--- src/rtl/mano_cpu_io.sv ---
// -----------------------------------------------------------------------------
// mano_cpu_io
//   Parametrised Mano accumulator CPU with the I/O and interrupt subsystem.
//   Instructions and data live in a single-port synchronous SRAM with one cycle
//   of read latency. A byte-wide peripheral connects through an input flag
//   (FGI) and an output flag (FGO) using valid/ready handshakes.
//
//   Optional feature: define MANO_INTR_EN to build the interrupt cycle
//   (R flip-flop, return address saved to M[0], jump to address 1).
//   Without it R is tied low and ION/IOF only update IEN.
//
// Parameters
//   DWIDTH   data/instruction width (>= 16); decode uses bits [15:0]
//   AWIDTH   address width (<= 12); address field is IR[AWIDTH-1:0]
//   IO_WIDTH width of INPR/OUTR (<= DWIDTH)
//
// Ports
//   clk, reset_n         clock, asynchronous active-low reset
//   mem_rdata            SRAM read data, valid one cycle after mem_addr
//   mem_wdata, mem_we    SRAM write data and one-cycle write strobe
//   mem_addr             SRAM address (AR)
//   ac                   accumulator, debug view
//   inp_data/valid/ready input byte handshake (ready = ~FGI)
//   out_data/valid/ready output byte handshake (data = OUTR)
//   halted               high after HLT
// -----------------------------------------------------------------------------
module mano_cpu_io #(
  parameter int DWIDTH   = 16,
  parameter int AWIDTH   = 12,
  parameter int IO_WIDTH = 8
) (
  input  logic                clk,
  input  logic                reset_n,
  input  logic [DWIDTH-1:0]   mem_rdata,
  output logic [DWIDTH-1:0]   mem_wdata,
  output logic                mem_we,
  output logic [AWIDTH-1:0]   mem_addr,
  output logic [DWIDTH-1:0]   ac,
  input  logic [IO_WIDTH-1:0] inp_data,
  input  logic                inp_valid,
  output logic                inp_ready,
  output logic [IO_WIDTH-1:0] out_data,
  output logic                out_valid,
  input  logic                out_ready,
  output logic                halted
);

  typedef enum logic [3:0] {
    T0, T1, T2, T3, T4, T5, T6, T7, T8, T9
  } phase_t;

  localparam logic [2:0] OP_AND = 3'd0;
  localparam logic [2:0] OP_ADD = 3'd1;
  localparam logic [2:0] OP_LDA = 3'd2;
  localparam logic [2:0] OP_STA = 3'd3;
  localparam logic [2:0] OP_BUN = 3'd4;
  localparam logic [2:0] OP_BSA = 3'd5;
  localparam logic [2:0] OP_ISZ = 3'd6;
  localparam logic [2:0] OP_RIO = 3'd7;  // register-reference or I/O

  phase_t              r_sc, w_sc_next;
  logic [DWIDTH-1:0]   r_ac, r_dr, r_mem_wdata;
  logic [15:0]         r_ir;
  logic [AWIDTH-1:0]   r_pc, r_ar;
  logic                r_e, r_i;
  logic [2:0]          r_d;
  logic [IO_WIDTH-1:0] r_inpr, r_outr;
  logic                r_fgi, r_fgo, r_ien;
  logic                r_halted, r_mem_we, r_out_valid;
  logic                w_r;            // interrupt cycle in progress / pending

  logic [DWIDTH-1:0]   w_rr_ac;
  logic                w_rr_e, w_rr_skip;

  assign mem_wdata = r_mem_wdata;
  assign mem_we    = r_mem_we;
  assign mem_addr  = r_ar;
  assign ac        = r_ac;
  assign inp_ready = ~r_fgi;
  assign out_data  = r_outr;
  assign out_valid = r_out_valid;
  assign halted    = r_halted;

  // ---------------------------------------------------------------------------
  // Sequence counter: state register and next-phase logic.
  // ---------------------------------------------------------------------------
  always_ff @(posedge clk or negedge reset_n) begin
    // NOTE: sequential state uses non-blocking assignments so every register
    // samples pre-edge values, regardless of block ordering.
    if (!reset_n) r_sc <= T0;
    else          r_sc <= w_sc_next;
  end

  always_comb begin
    // NOTE: every always_comb output gets a default first; a path that leaves
    // it unassigned would infer a latch.
    w_sc_next = r_sc;
    if (w_r) begin
      // Interrupt cycle RT0..RT2 reuses the first three phases.
      case (r_sc)
        T0:      w_sc_next = T1;
        T1:      w_sc_next = T2;
        default: w_sc_next = T0;
      endcase
    end else if (!r_halted) begin
      case (r_sc)
        T0: w_sc_next = T1;
        T1: w_sc_next = T2;
        T2: w_sc_next = T3;
        T3: w_sc_next = T4;
        T4: w_sc_next = (r_d == OP_RIO) ? T0 : T5;
        T5: w_sc_next = T6;
        T6: w_sc_next = T7;
        T7: w_sc_next = (r_d == OP_STA || r_d == OP_BUN) ? T0 : T8;
        T8: w_sc_next = (r_d == OP_ISZ) ? T9 : T0;
        default: w_sc_next = T0;
      endcase
    end
  end

  // ---------------------------------------------------------------------------
  // Register-reference micro-ops. Set bits are applied in listed order
  // (CLA, CLE, CMA, CME, CIR, CIL, INC); skip tests look at the values
  // the instruction started with.
  // ---------------------------------------------------------------------------
  always_comb begin
    // NOTE: blocking assignments here build a chain where each step sees the
    // previous step's result within the same cycle.
    w_rr_ac   = r_ac;
    w_rr_e    = r_e;
    w_rr_skip = 1'b0;
    if (r_ir[11]) w_rr_ac = '0;
    if (r_ir[10]) w_rr_e  = 1'b0;
    if (r_ir[9])  w_rr_ac = ~w_rr_ac;
    if (r_ir[8])  w_rr_e  = ~w_rr_e;
    if (r_ir[7])  {w_rr_ac, w_rr_e} = {w_rr_e, w_rr_ac};  // rotate right via E
    if (r_ir[6])  {w_rr_e, w_rr_ac} = {w_rr_ac, w_rr_e};  // rotate left via E
    if (r_ir[5])  w_rr_ac = w_rr_ac + DWIDTH'(1);
    if ((r_ir[4] && !r_ac[DWIDTH-1]) ||
        (r_ir[3] &&  r_ac[DWIDTH-1]) ||
        (r_ir[2] &&  r_ac == '0)     ||
        (r_ir[1] && !r_e))
      w_rr_skip = 1'b1;
  end

  // ---------------------------------------------------------------------------
  // Interrupt request flip-flop.
  // ---------------------------------------------------------------------------
`ifdef MANO_INTR_EN
  logic r_r;
  logic w_instr_end, w_irq_req;

  // An instruction finishes when SC is about to return to T0 from a later
  // phase; while halted SC sits at T0, so requests are polled there instead.
  assign w_instr_end = !r_halted && (r_sc != T0) && (w_sc_next == T0);
  assign w_irq_req   = r_ien && (r_fgi || r_fgo);
  assign w_r         = r_r;

  always_ff @(posedge clk or negedge reset_n) begin
    if (!reset_n) begin
      r_r <= 1'b0;
    end else if (r_r) begin
      if (r_sc == T2) r_r <= 1'b0;
    end else if (w_irq_req && (w_instr_end || (r_halted && r_sc == T0))) begin
      r_r <= 1'b1;
    end
  end
`else
  logic w_unused_ien;
  assign w_r          = 1'b0;
  assign w_unused_ien = r_ien;  // IEN has no consumer without the interrupt cycle
`endif

  // ---------------------------------------------------------------------------
  // Datapath, flags and handshakes.
  // ---------------------------------------------------------------------------
  always_ff @(posedge clk or negedge reset_n) begin
    if (!reset_n) begin
      r_ac        <= '0;
      r_dr        <= '0;
      r_ir        <= '0;
      r_pc        <= '0;
      r_ar        <= '0;
      r_e         <= 1'b0;
      r_i         <= 1'b0;
      r_d         <= '0;
      r_inpr      <= '0;
      r_outr      <= '0;
      r_mem_wdata <= '0;
      r_mem_we    <= 1'b0;
      r_out_valid <= 1'b0;
      r_fgi       <= 1'b0;
      r_fgo       <= 1'b1;
      r_ien       <= 1'b0;
      r_halted    <= 1'b0;
    end else begin
      r_mem_we <= 1'b0;

      // Handshakes run every cycle, halted or not. Later assignments in this
      // block (INP clearing FGI, OUT loading OUTR) take priority.
      if (inp_valid && !r_fgi) begin
        r_inpr <= inp_data;
        r_fgi  <= 1'b1;
      end
      if (r_out_valid && out_ready) begin
        r_out_valid <= 1'b0;
        r_fgo       <= 1'b1;
      end

      if (w_r) begin
        case (r_sc)
          T0: begin
            r_ar        <= '0;
            r_mem_wdata <= DWIDTH'(r_pc);
          end
          T1: begin
            r_mem_we <= 1'b1;
            r_pc     <= AWIDTH'(1);
          end
          default: begin
            r_ien    <= 1'b0;
            r_halted <= 1'b0;
          end
        endcase
      end else if (!r_halted) begin
        case (r_sc)
          T0: r_ar <= r_pc;
          T1: r_pc <= r_pc + AWIDTH'(1);
          T2: r_ir <= mem_rdata[15:0];
          T3: begin
            r_i  <= r_ir[15];
            r_ar <= r_ir[AWIDTH-1:0];
            r_d  <= r_ir[14:12];
          end
          T4: begin
            if (r_d == OP_RIO && !r_i) begin
              r_ac <= w_rr_ac;
              r_e  <= w_rr_e;
              if (w_rr_skip) r_pc <= r_pc + AWIDTH'(1);
              if (r_ir[0])   r_halted <= 1'b1;
            end else if (r_d == OP_RIO) begin
              if (r_ir[11]) begin
                r_ac[IO_WIDTH-1:0] <= r_inpr;
                r_fgi              <= 1'b0;
              end
              if (r_ir[10]) begin
                r_outr      <= r_ac[IO_WIDTH-1:0];
                r_out_valid <= 1'b1;
                r_fgo       <= 1'b0;
              end
              if ((r_ir[9] && r_fgi) || (r_ir[8] && r_fgo))
                r_pc <= r_pc + AWIDTH'(1);
              if (r_ir[7]) r_ien <= 1'b1;
              if (r_ir[6]) r_ien <= 1'b0;
            end
          end
          T5: if (r_i) r_ar <= mem_rdata[AWIDTH-1:0];
          T7: begin
            case (r_d)
              OP_AND, OP_ADD, OP_LDA, OP_ISZ: r_dr <= mem_rdata;
              OP_STA: begin
                r_mem_wdata <= r_ac;
                r_mem_we    <= 1'b1;
              end
              OP_BUN: r_pc <= r_ar;
              OP_BSA: begin
                // AR is bumped one phase later than the write is launched:
                // the registered strobe lands during T8 and must still see
                // the original effective address on mem_addr.
                r_mem_wdata <= DWIDTH'(r_pc);
                r_mem_we    <= 1'b1;
              end
              default: ;
            endcase
          end
          T8: begin
            case (r_d)
              OP_AND: r_ac <= r_ac & r_dr;
              OP_ADD: {r_e, r_ac} <= {1'b0, r_ac} + {1'b0, r_dr};
              OP_LDA: r_ac <= r_dr;
              OP_BSA: begin
                r_ar <= r_ar + AWIDTH'(1);
                r_pc <= r_ar + AWIDTH'(1);
              end
              OP_ISZ: r_dr <= r_dr + DWIDTH'(1);
              default: ;
            endcase
          end
          T9: begin
            r_mem_wdata <= r_dr;
            r_mem_we    <= 1'b1;
            if (r_dr == '0) r_pc <= r_pc + AWIDTH'(1);
          end
          default: ;
        endcase
      end
    end
  end

endmodule

--- config.mk ---
export PLATFORM = sky130hd
export DESIGN_NAME = mano_cpu_io
export DESIGN_NICKNAME = d
export VERILOG_FILES = /design/src/rtl/mano_cpu_io.sv
export SDC_FILE = /design/constraint.sdc
export NUM_CORES = 1
export LEC_CHECK = 0
export ABC_AREA = 1
export ABC_CLOCK_PERIOD_IN_PS = 2100
export CORE_MARGIN = 2
export CORE_UTILIZATION = 40
export DETAILED_ROUTE_END_ITERATION = 8
export PLACE_DENSITY = 0.59
export REMOVE_ABC_BUFFERS = 1
export SKIP_CTS_REPAIR_TIMING = 1
export SYNTH_ARGS = -nofsm -noshare
export SYNTH_HDL_FRONTEND = slang
export SYNTH_SLANG_ARGS = --single-unit
--- constraint.sdc ---
create_clock -name clk -period 2.1 [get_ports clk]
set_input_delay 0.315 -clock clk [delete_from_list [all_inputs] [get_ports clk]]
set_output_delay 0.315 -clock clk [all_outputs]
set_load 0.005 [all_outputs]
==> results of run 1 <==
[where the power goes]
group	leakage [nW]	internal, W	total [W]	switching [W]
clock network	0.277	0.00176	0.00296	0.00121
registers	1.46	0.00332	0.00448	0.00116
logic	3.87	0.00617	0.0147	0.00854
[worst max-delay path, delay by kind of cell (launching register included)]
family,cells,cell delay (ns)
buffers and inverters,2,0.74
flip-flops,1,0.68
[final timing paths]
| check | from | cells past startpoint | slack [ns] | to |
|---|---|---|---|---|
| worst max-delay path | ac[15]$_DFFE_PN0P_ | 2 | -0.06 | ac[15] |
| worst min-delay path | reset_n | 2 | 0.38 | ac[13]$_DFFE_PN0P_ |
| worst max register to register | r_dr[0]$_DFFE_PN0P_ | 17 | -0.05 | ac[10]$_DFFE_PN0P_ |
| worst min register to register | r_ir[15]$_DFFE_PN0P_ | 2 | 0.48 | r_ir[15]$_DFFE_PN0P_ |
| max in group asynchronous | reset_n | 3 | 0.99 | r_ir[5]$_DFFE_PN0P_ |
| min in group clk | inp_data[2] | 3 | 0.48 | r_inpr[2]$_DFFE_PN0P_ |
[cell usage in the layout, fill, tap and decap left out, types with 5 or more instances in the layout]
| cell | n |
|---|---|
| a21oi_1 | 68 |
| a21oi_2 | 14 |
| a22oi_1 | 14 |
| a31oi_1 | 13 |
| buf_12 | 7 |
| buf_4 | 149 |
| buf_6 | 7 |
| clkbuf_16 | 20 |
| clkdlybuf4s50_1 | 82 |
| clkinvlp_4 | 7 |
| dfrtp_1 | 111 |
| dfrtp_2 | 6 |
| ha_1 | 16 |
| inv_1 | 107 |
| inv_2 | 21 |
| mux2_2 | 9 |
| nand2_1 | 278 |
| nand2_2 | 35 |
| nand2_4 | 12 |
| nand3_1 | 90 |
| nand3_2 | 47 |
| nand3_4 | 9 |
| nand4_1 | 13 |
| nor2_1 | 70 |
| nor2_2 | 16 |
| nor2_4 | 14 |
| nor3_1 | 5 |
| o211ai_1 | 6 |
| o21ai_0 | 136 |
| o21ai_1 | 26 |
| o21ai_2 | 6 |
| o22ai_1 | 7 |
| or2_2 | 6 |
| xor2_1 | 9 |
[registers in the layout (all words and copies together), names as in the netlist]
signal	flops
out_data	8
r_e	1
r_i	1
mem_addr	12
r_fgo	1
out_valid	1
r_inpr	8
mem_wdata	16
ac	16
r_sc	4
r_fgi	1
r_dr	16
r_pc	12
r_d	3
mem_we	1
halted	1
r_ir	16
[per-layer routing]
metal / share of wire / track usage
met5: 0 / 0
met3: 0.064 / 0.0448
met1: 0.43 / 0.377
met4: 0.031 / 0.0814
met2: 0.47 / 0.437
[cell families after synthesis]
family,share of synthesized area
flops,0.337
xor+xnor,0.00900
mux,0.0116
simple gates,0.321
compound gates,0.202
fa+ha+maj,0.0323
buf+inv,0.0870
[per-stage QoR]
step / cell area [um^2] / hold WS, ns / utilization / setup slack (ns) / cells
3_3_place_gp: 10800 / 0.278 / 0.497 / -0.0672 / 1718
6_report: 12400 / 0.376 / 0.571 / -0.0558 / 1785
2_1_floorplan: 8510 / 0.0194 / - / -1.70 / 1221
5_1_grt: 12400 / 0.396 / 0.571 / -0.171 / 1785
3_5_place_dp: 10800 / 0.286 / 0.497 / -0.112 / 1718
4_1_cts: 11400 / -0.163 / 0.524 / -0.148 / 1750
[final cells by class]
class | count | area, um^2 | area share
inverters | 134 | 518 | 0.0418
clock buffers | 18 | 429 | 0.0346
multi-input cells | 970 | 5720 | 0.462
well taps | 280 | 350 | 0.0283
flip-flops and latches | 118 | 2960 | 0.239
repair buffers | 249 | 2240 | 0.181
repair inverters | 2 | 15.0 | 0.00121
clock inverters | 14 | 150 | 0.0121
==> summary.txt, run 1 <==
Floorplanning
  • Core box area: 21700 um^2
  • Die area: 23100 um^2
  • Site Rows: 54
  • Die Y: 152 um
  • Starting Density: 0.404
  • Die width: 152 um
  • I/O pins: 84

Global routing
  • Antenna violations before repair: 0
  • Largest net degree at the start of global routing: 43
  • Vias in the first global route: 9112
  • GRT Resource Usage Total: 0.272
  • Global route total overflow: 0
  • First-pass GRT wire length: 49700 um

Run
  • Max-cap check violation count: 0

Timing
  • Worst slew pin tran: 0.568 ns
  • Final setup fails: 8
  • Fin crit period: 2.16 ns
  • Slew Viols, Final: 0
  • Final hold violations: 0
  • Post-route clock skew: 0.00673 ns
  • Rel. slew slack: 0.621
  • Unrepaired setup endpoints after global routing: true
  • Fmax: 0.464 GHz
  • Tcrit/Tclk final: 1.03
  • Setup WS post-layout: -0.0558 ns
  • Final TNS setup: -0.222 ns

Worst setup path
  • Worst path slowest cell: dfrtp_1
  • Crit Path Max Fanout: 6
  • Worst Setup Path Type: reg2out
  • Setup crit start kind: register
  • CP Capture Type: primary output
  • Worst-path cell chain: buf_4 > clkdlybuf4s50_1
  • Largest stage delay on the critical path: 0.68 ns
  • WP data required: 1.78 ns
  • WP data arrival: 1.84 ns

Yosys
  • Sequential share of the synthesized area: 0.337
  • Synth Register Bits: 118
  • Ys Warns: 0
  • Asr flop ratio synth: 1.00
  • Main synth FF type: dfrtp_1
  • Ranking of synthesized cells by area: dfrtp_1, nand2_1, o21ai_0
  • Yosys top cell area share: 0.334
  • Synth top cells by count: nand2_1, o21ai_0, nand3_1, dfrtp_1, inv_1
  • Netlist cell types: 56
  • Synthesized area per cell: 6.92 um^2
  • Most common cell in the synthesized netlist: nand2_1
  • Count of flip-flops with a built-in enable after synthesis: 0
  • Synth area leader: dfrtp_1
  • Post-Syn Instances: 1266
  • Mapped Area: 8760 um^2

Outcome
  • Status: complete, but fails checks
  • Failing checks: negative setup slack

Drt
  • Avg WL per Cell: 18.5 um
  • Vias/cell: 5.54
  • Starting DRT DRC Count: 827
  • DRC viols: 0
  • Drt total wl: 33100 um
  • First drt pass iteration count: 7
  • Via count: 9884
  • Antenna viol nets, final: 0

Place
  • GP Congestion: 0.970
  • Detailed placement HPWL: 24000 um
  • Number of port buffers: 83

Clocking
  • CTS tree: yes
  • Clk root buf: clkbuf_16
  • CTS Buf Count: 17
  • Htree depth: 4
  • TritonCTS Sinks: 118
  • Skew-Pair Late Insertion Delay: 0.42 ns
  • Clk pin slew, worst setup/hold paths: 0.06 ns
  • Clock Tree Buf Depth: 2

Cells and area
  • Antenna Cells: 0
  • Area growth from synthesis to layout: 41.4%
  • Fillers: 2064
  • Share of cells above drive strength 1: 0.281
  • Layout net count: 1542

Pwr
  • Leakage: 5.61 nW
  • Total chip power: 0.0221 W
  • Worst VDD drop: 0.953 mV
  • Pwr Density: 1790 nW/um^2

Worst hold path
  • Worst hold path class: in2async
No activity file was read; power rests on OpenSTA's default activity.
==> run 2, diff against run 1 <==
Settings changed: REMOVE_ABC_BUFFERS 1 to unset, SLEW_MARGIN set to 30.
==> run 2 against run 1 <==
  * Via count is 0.92% lower
  * Die area did not move
  * Final cell count about the same
  * Power is 2.4% lower
  * Critical path type is now reg2reg
  * Wire length fell by 1.0%
  * Maximum frequency down 1.0%
  * Sequential share of layout area grew 0.49 points
  * Critical endpoint is now ac[11]$_DFFE_PN0P_
  * Highest routed layer unchanged
  * Non-clock buffer count up 4
  * The flow still finishes with violations (negative setup slack)
  * Core utilization down 1.2 points
  * Clock skew rose by 0.0059 ns
  * Design area down 2.1%
  * Combinational power down 3%
==> summary.txt, run 2 (same netlist as run 1, synthesis figures left out) <==
Drt
  • DRC viols: 0 (unchanged)
  • Via count: 9793 (was 9884)
  • Vias/cell: 5.49 (was 5.54)
  • Drt total wl: 32700 um (was 33100 um)
  • First drt pass iteration count: 5 (was 7)
  • Antenna viol nets, final: 0 (unchanged)
  • Avg WL per Cell: 18.3 um (was 18.5 um)
  • Starting DRT DRC Count: 769 (was 827)

Timing
  • Final hold violations: 0 (unchanged)
  • Fin crit period: 2.18 ns (was 2.16 ns)
  • Final TNS setup: -0.257 ns (was -0.222 ns)
  • Fmax: 0.459 GHz (was 0.464 GHz)
  • Unrepaired setup endpoints after global routing: true (unchanged)
  • Rel. slew slack: 0.576 (was 0.621)
  • Setup WS post-layout: -0.0778 ns (was -0.0558 ns)
  • Tcrit/Tclk final: 1.04 (was 1.03)
  • Post-route clock skew: 0.0127 ns (was 0.00673 ns)
  • Fin Hold WS: 0.422 ns (was 0.376 ns)
  • Final setup fails: 6 (was 8)
  • Worst slew pin tran: 0.630 ns (was 0.568 ns)
  • Slew Viols, Final: 0 (unchanged)

Pwr
  • Logic pwr share: 0.657 (was 0.664)
  • Pwr Density: 1780 nW/um^2 (was 1790 nW/um^2)
  • Switching Share: 0.482 (was 0.492)
  • P_int: 0.0112 W (about the same)
  • Sw Pwr: 0.0104 W (was 0.0109 W)
  • Sequential share of power: 0.204 (was 0.202)
  • Total chip power: 0.0216 W (was 0.0221 W)
  • Worst VDD drop: 1.08 mV (was 0.953 mV)
  • Clock power frac: 0.139 (was 0.134)
  • Leakage: 5.57 nW (was 5.61 nW)

Worst setup path
  • Largest stage delay on the critical path: 0.38 ns (was 0.68 ns)
  • WP data required: 2.45 ns (was 1.78 ns)
  • Reg2Reg Setup Slack: -0.08 ns (was -0.05 ns)
  • Cell family with most CP delay: simple AND/OR/NAND/NOR gates (was buffers and inverters)
  • R2R depth: 16 (was 17)
  • Crit Path Max Fanout: 8 (was 6)
  • CP Capture Type: register (was primary output)
  • Worst R2R Start: r_ir[11]$_DFFE_PN0P_ (was r_dr[0]$_DFFE_PN0P_)
  • Worst Setup Path Type: reg2reg (was reg2out)
  • Crit-path most repeated cell: nand3_2
  • Worst path slowest cell: dfrtp_1 (unchanged)
  • Setup crit start kind: register (unchanged)
  • RR Endpoint: ac[11]$_DFFE_PN0P_ (was ac[10]$_DFFE_PN0P_)
  • Worst-path cell chain: inv_4 > buf_8 > buf_6 > buf_4 > nand3_4 > nand3_2 > nand3_2 > nand2_4 > nor2_8 > nand2_4 > nor2_8 > buf_4 > nand2_1 > nand3_2 > nand3_1 > a21oi_1 (was buf_4 > clkdlybuf4s50_1)
  • Worst path bufs/invs: 5 (was 2)
  • WP data arrival: 2.53 ns (was 1.84 ns)

Yosys
  • Syn Nets: 1316

Outcome
  • Status: complete, but fails checks (unchanged)
  • Failing checks: negative setup slack (unchanged)

Worst hold path
  • Worst hold path class: in2async (unchanged)

Place
  • GP Congestion: 0.939 (was 0.970)
  • Number of port buffers: 83 (unchanged)
  • Detailed placement HPWL: 24500 um (was 24000 um)

Clocking
  • CTS Buf Count: 17 (unchanged)
  • CTS tree: yes (unchanged)
  • Clk pin slew, worst setup/hold paths: 0.06 ns (about the same)
  • Skew-Pair Late Insertion Delay: 0.43 ns (was 0.42 ns)
  • Htree depth: 4 (unchanged)
  • TritonCTS Sinks: 118 (unchanged)
  • Clock Tree Buf Depth: 2 (unchanged)
  • Clk root buf: clkbuf_16 (unchanged)

Cells and area
  • Most frequent cells in the layout: nand2_1, buf_4, o21ai_0, dfrtp_1, nand3_1 (was nand2_1, buf_4, o21ai_0, dfrtp_1, inv_1)
  • Fillers: 2081 (was 2064)
  • Share of cells above drive strength 1: 0.245 (was 0.281)
  • Antenna Cells: 0 (unchanged)
  • Area growth from synthesis to layout: 38.5% (was 41.4%)
  • Util after Layout: 0.560 (was 0.571)
  • Leading cell type in the layout, fill and taps excluded: nand2_1 (unchanged)
  • Layout net count: 1544 (was 1542)

Floorplanning
  • Die area: 23100 um^2 (unchanged)
  • I/O pins: 84 (unchanged)
  • Die Y: 152 um (unchanged)
  • Core box area: 21700 um^2 (unchanged)
  • Starting Density: 0.404 (unchanged)
  • Die width: 152 um (unchanged)
  • Site Rows: 54 (unchanged)

Global routing
  • Antenna violations before repair: 0 (unchanged)
  • Global route total overflow: 0 (unchanged)
  • Largest net degree at the start of global routing: 40 (was 43)
  • GRT Resource Usage Total: 0.273 (was 0.272)
  • Vias in the first global route: 9029 (was 9112)
  • First-pass GRT wire length: 49900 um (was 49700 um)

Run
  • Max-cap check violation count: 0 (unchanged)
==> run 2: worst reg2reg max path, stage by stage (launching register included) <==
cell and delay [ns]:
dfrtp_1 0.38, inv_4 0.08, buf_8 0.14, buf_6 0.13, buf_4 0.14, nand3_4 0.06, nand3_2 0.09, nand3_2 0.10
nand2_4 0.07, nor2_8 0.16, nand2_4 0.08, nor2_8 0.17, buf_4 0.13, nand2_1 0.05, nand3_2 0.06, nand3_1 0.09
a21oi_1 0.17
==> run 2: area by class of cell <==
cell class	instances	area [um^2]	share of cell area
Clock buffer	19	453	0.0373
Clock inverter	10	131	0.0108
Inverter	134	517	0.0426
Multi-Input combinational cell	969	5450	0.449
Sequential cell	118	2960	0.244
Tap cell	280	350	0.0289
Timing Repair Buffer	253	2270	0.187
Timing Repair inverter	1	7.51	0.000619
==> run 2: through the flow <==
step                area, um^2  cells  setup WS (ns)
floorplan                 8760   1266         0.0180
global placement         10800   1719        -0.0299
detailed placement       10800   1719        -0.0943
CTS                      11400   1748         -0.125
global route             12100   1784         -0.183
finish                   12100   1784        -0.0778
==> run 2: worst max-delay path by stage <==
| stage | slack [ns] | cells after the start | to | startpoint |
|---|---|---|---|---|
| 2_1_floorplan | 0.02 | 18 | ac[10]$_DFFE_PN0P_ | r_ir[11]$_DFFE_PN0P_ |
| 3_3_place_gp | -0.03 | 17 | ac[10]$_DFFE_PN0P_ | ac[0]$_DFFE_PN0P_ |
| 3_5_place_dp | -0.09 | 16 | ac[12]$_DFFE_PN0P_ | r_ir[11]$_DFFE_PN0P_ |
| 4_1_cts | -0.13 | 16 | ac[12]$_DFFE_PN0P_ | r_ir[11]$_DFFE_PN0P_ |
| 5_1_grt | -0.18 | 12 | r_dr[14]$_DFFE_PN0P_ | r_dr[0]$_DFFE_PN0P_ |
| 6_report | -0.08 | 16 | ac[11]$_DFFE_PN0P_ | r_ir[11]$_DFFE_PN0P_ |
==> run 2: layer usage <==
layer,wire (um),global-route usage
met5,0,0
met4,1120,0.104
met3,2080,0.0471
met2,15400,0.430
met1,14100,0.377
==> run 2: power groups by stage <==
stage          clock (W)  sequential (W)  combinational (W)
2_1_floorplan          0         0.00428            0.00752
3_3_place_gp           0         0.00433             0.0127
3_5_place_dp           0         0.00434             0.0128
4_1_cts          0.00302         0.00432             0.0128
5_1_grt          0.00313         0.00453             0.0157
6_report         0.00300         0.00441             0.0142
==> run 3, diff against run 2 <==
Settings changed: RECOVER_POWER set to 50.
==> run 3 against run 2 <==
  * The run still ends with negative setup slack left
  * Design area shrank 0.51%
  * Sequential power about the same
  * Clock power is essentially flat
  * Sequential share of layout area up 0.13 points
  * Maximum frequency hardly changed
  * Non-clock buffer count did not move
  * Combinational power about the same
  * Flip-flop and latch count did not move
  * First-iteration DRC count is 8.5% lower
  * Wire length barely moved
  * Core utilization shrank 0.29 points
  * Global-route usage unchanged
==> summary.txt, run 3 (same netlist as run 1, synthesis figures left out) <==
Worst setup path
  • Crit-path most repeated cell: buf_6 (was nand3_2)
  • Reg2Reg Setup Slack: -0.08 ns (about the same)
  • RR Endpoint: ac[15]$_DFFE_PN0P_ (was ac[11]$_DFFE_PN0P_)
  • Worst Setup Path Type: reg2reg (unchanged)
  • Setup crit end: ac[15]$_DFFE_PN0P_ (was ac[11]$_DFFE_PN0P_)
  • Stages on worst setup path: 16 (unchanged)
  • Worst-path cell chain: inv_4 > buf_8 > buf_6 > buf_6 > nand3_4 > nand3_4 > nand3_2 > nand2_4 > nor2_8 > nand2_4 > nor2_8 > buf_6 > nand3_2 > nand2_1 > nand3_1 > a21oi_1 (was inv_4 > buf_8 > buf_6 > buf_4 > nand3_4 > nand3_2 > nand3_2 > nand2_4 > nor2_8 > nand2_4 > nor2_8 > buf_4 > nand2_1 > nand3_2 > nand3_1 > a21oi_1)
  • CP Capture Type: register (unchanged)
  • Worst path slowest cell: dfrtp_1 (unchanged)
  • WP data required: 2.46 ns (was 2.45 ns)
  • Worst R2R Start: r_ir[11]$_DFFE_PN0P_ (unchanged)
  • Worst path bufs/invs: 5 (unchanged)
  • Setup crit start kind: register (unchanged)
  • Crit path from: r_ir[11]$_DFFE_PN0P_ (unchanged)
  • Cell family with most CP delay: simple AND/OR/NAND/NOR gates (unchanged)
  • Largest stage delay on the critical path: 0.38 ns (about the same)
  • Crit Path Max Fanout: 8 (unchanged)
  • R2R depth: 16 (unchanged)
  • WP data arrival: 2.54 ns (was 2.53 ns)

Drt
  • Antenna viol nets, final: 0 (unchanged)
  • Via count: 9812 (was 9793)
  • DRC viols: 0 (unchanged)
  • Vias/cell: 5.50 (was 5.49)
  • Starting DRT DRC Count: 704 (was 769)
  • Avg WL per Cell: 18.3 um (about the same)
  • Drt total wl: 32700 um (about the same)
  • First drt pass iteration count: 5 (unchanged)

Floorplanning
  • I/O pins: 84 (unchanged)
  • Die width: 152 um (unchanged)
  • Die area: 23100 um^2 (unchanged)
  • Site Rows: 54 (unchanged)
  • Core box area: 21700 um^2 (unchanged)
  • Starting Density: 0.404 (unchanged)
  • Die Y: 152 um (unchanged)

Clocking
  • Clk root buf: clkbuf_16 (unchanged)
  • CTS Buf Count: 17 (unchanged)
  • Clock Tree Buf Depth: 2 (unchanged)
  • TritonCTS Sinks: 118 (unchanged)
  • Htree depth: 4 (unchanged)
  • Skew-Pair Late Insertion Delay: 0.43 ns (about the same)
  • CTS tree: yes (unchanged)
  • Clk pin slew, worst setup/hold paths: 0.06 ns (about the same)

Cells and area
  • Area growth from synthesis to layout: 37.8% (was 38.5%)
  • Layout net count: 1544 (unchanged)
  • Design area: 12100 um^2 (about the same)
  • Most frequent cells in the layout: nand2_1, buf_4, o21ai_0, dfrtp_1, nand3_1 (unchanged)
  • Antenna Cells: 0 (unchanged)
  • Share of cells above drive strength 1: 0.242 (was 0.245)
  • Leading cell type in the layout, fill and taps excluded: nand2_1 (unchanged)

Timing
  • Final hold violations: 0 (unchanged)
  • Worst slew pin tran: 1.04 ns (was 0.630 ns)
  • Slew Viols, Final: 0 (unchanged)
  • Fmax: 0.459 GHz (about the same)
  • Fin crit period: 2.18 ns (about the same)
  • Unrepaired setup endpoints after global routing: true (unchanged)
  • Fin Hold WS: 0.477 ns (was 0.422 ns)
  • Post-route clock skew: 0.0127 ns (about the same)
  • Tcrit/Tclk final: 1.04 (about the same)
  • Final TNS setup: -0.258 ns (was -0.257 ns)
  • Final setup fails: 5 (was 6)
  • Rel. slew slack: 0.307 (was 0.576)
  • Setup WS post-layout: -0.0791 ns (was -0.0778 ns)

Pwr
  • Total chip power: 0.0215 W (was 0.0216 W)
  • Leakage: 5.54 nW (was 5.57 nW)
  • Pwr Density: 1780 nW/um^2 (about the same)
  • Worst VDD drop: 1.07 mV (was 1.08 mV)

Outcome
  • Status: complete, but fails checks (unchanged)
  • Failing checks: negative setup slack (unchanged)

Global routing
  • GRT Resource Usage Total: 0.273 (unchanged)
  • Vias in the first global route: 9029 (unchanged)
  • First-pass GRT wire length: 49900 um (unchanged)
  • Antenna violations before repair: 0 (unchanged)
  • Largest net degree at the start of global routing: 40 (unchanged)
  • Global route total overflow: 0 (unchanged)

Run
  • Max-cap check violation count: 0 (unchanged)

Yosys
  • Syn Nets: 1316 (unchanged)

Place
  • GP Congestion: 0.939 (unchanged)
  • Placed Area: 10800 um^2 (unchanged)
  • Worst slack at placement: -0.0943 ns (unchanged)
  • Number of port buffers: 83 (unchanged)
  • Detailed placement HPWL: 24500 um (unchanged)

Worst hold path
  • WHS Path Cells: 2
  • Worst hold path class: reg2reg (was in2async)
-- run 3: cell types whose count changed in the layout (fill, tap and decap cells not counted) --
cell | before | now
buf_4 | 154 | 150
buf_12 | 8 | 5
clkbuf_2 | 0 | 3
clkbuf_1 | 0 | 2
clkbuf_4 | 0 | 2
nor2_1 | 76 | 78
nor2_2 | 10 | 9
nor2_4 | 13 | 12
-- run 3: routing by layer --
layer | part of all wire | GRT usage | wire length [um] | up-vias
li1 | - | - | - | 4750
met1 | 0.44 | 0.377 | 14300 | 4621
met2 | 0.47 | 0.430 | 15300 | 371
met3 | 0.060 | 0.0471 | 1950 | 70
met4 | 0.036 | 0.104 | 1180 | 0
met5 | 0 | 0 | 0 | -
-- run 3: cell type report --
type	count	area, um^2
inverters	134	517
fillers	2095	9610
flip-flops and latches	118	2960
well taps	280	350
multi-input cells	969	5440
clock buffers	19	453
repair inverters	1	7.51
clock inverters	10	131
repair buffers	253	2220
-- run 3: worst min path at each step --
stage / start / end / slack (ns)
3_5_place_dp: reset_n / mem_wdata[8]$_DFFE_PN0P_ / 0.35
2_1_floorplan: reset_n / ac[0]$_DFFE_PN0P_ / 0.02
5_1_grt: mem_rdata[15] / r_ir[15]$_DFFE_PN0P_ / 0.50
6_report: mem_wdata[7]$_DFFE_PN0P_ / mem_wdata[7]$_DFFE_PN0P_ / 0.48
3_3_place_gp: reset_n / mem_wdata[0]$_DFFE_PN0P_ / 0.35
4_1_cts: reset_n / mem_wdata[8]$_DFFE_PN0P_ / -0.10
-- run 3: metrics by stage --
step,util,cells
global route,0.557,1784
finish,0.557,1784
floorplan,-,1266
global placement,0.498,1719
detailed placement,0.498,1719
CTS,0.525,1748
-- run 3: worst register-to-register path, cell delays in order (launching register included) --
cell,delay (ns)
dfrtp_1,0.38
inv_4,0.08
buf_8,0.14
buf_6,0.13
buf_6,0.12
nand3_4,0.07
nand3_4,0.09
nand3_2,0.11
nand2_4,0.08
nor2_8,0.16
nand2_4,0.08
nor2_8,0.17
buf_6,0.16
nand3_2,0.06
nand2_1,0.06
nand3_1,0.08
a21oi_1,0.15
-- run 3: power by group --
| part | switching, W | internal, W | leakage, nW |
|---|---|---|---|
| combinational | 0.00822 | 0.00593 | 3.79 |
| clock | 0.00110 | 0.00190 | 0.290 |
| sequential | 0.00108 | 0.00332 | 1.46 |
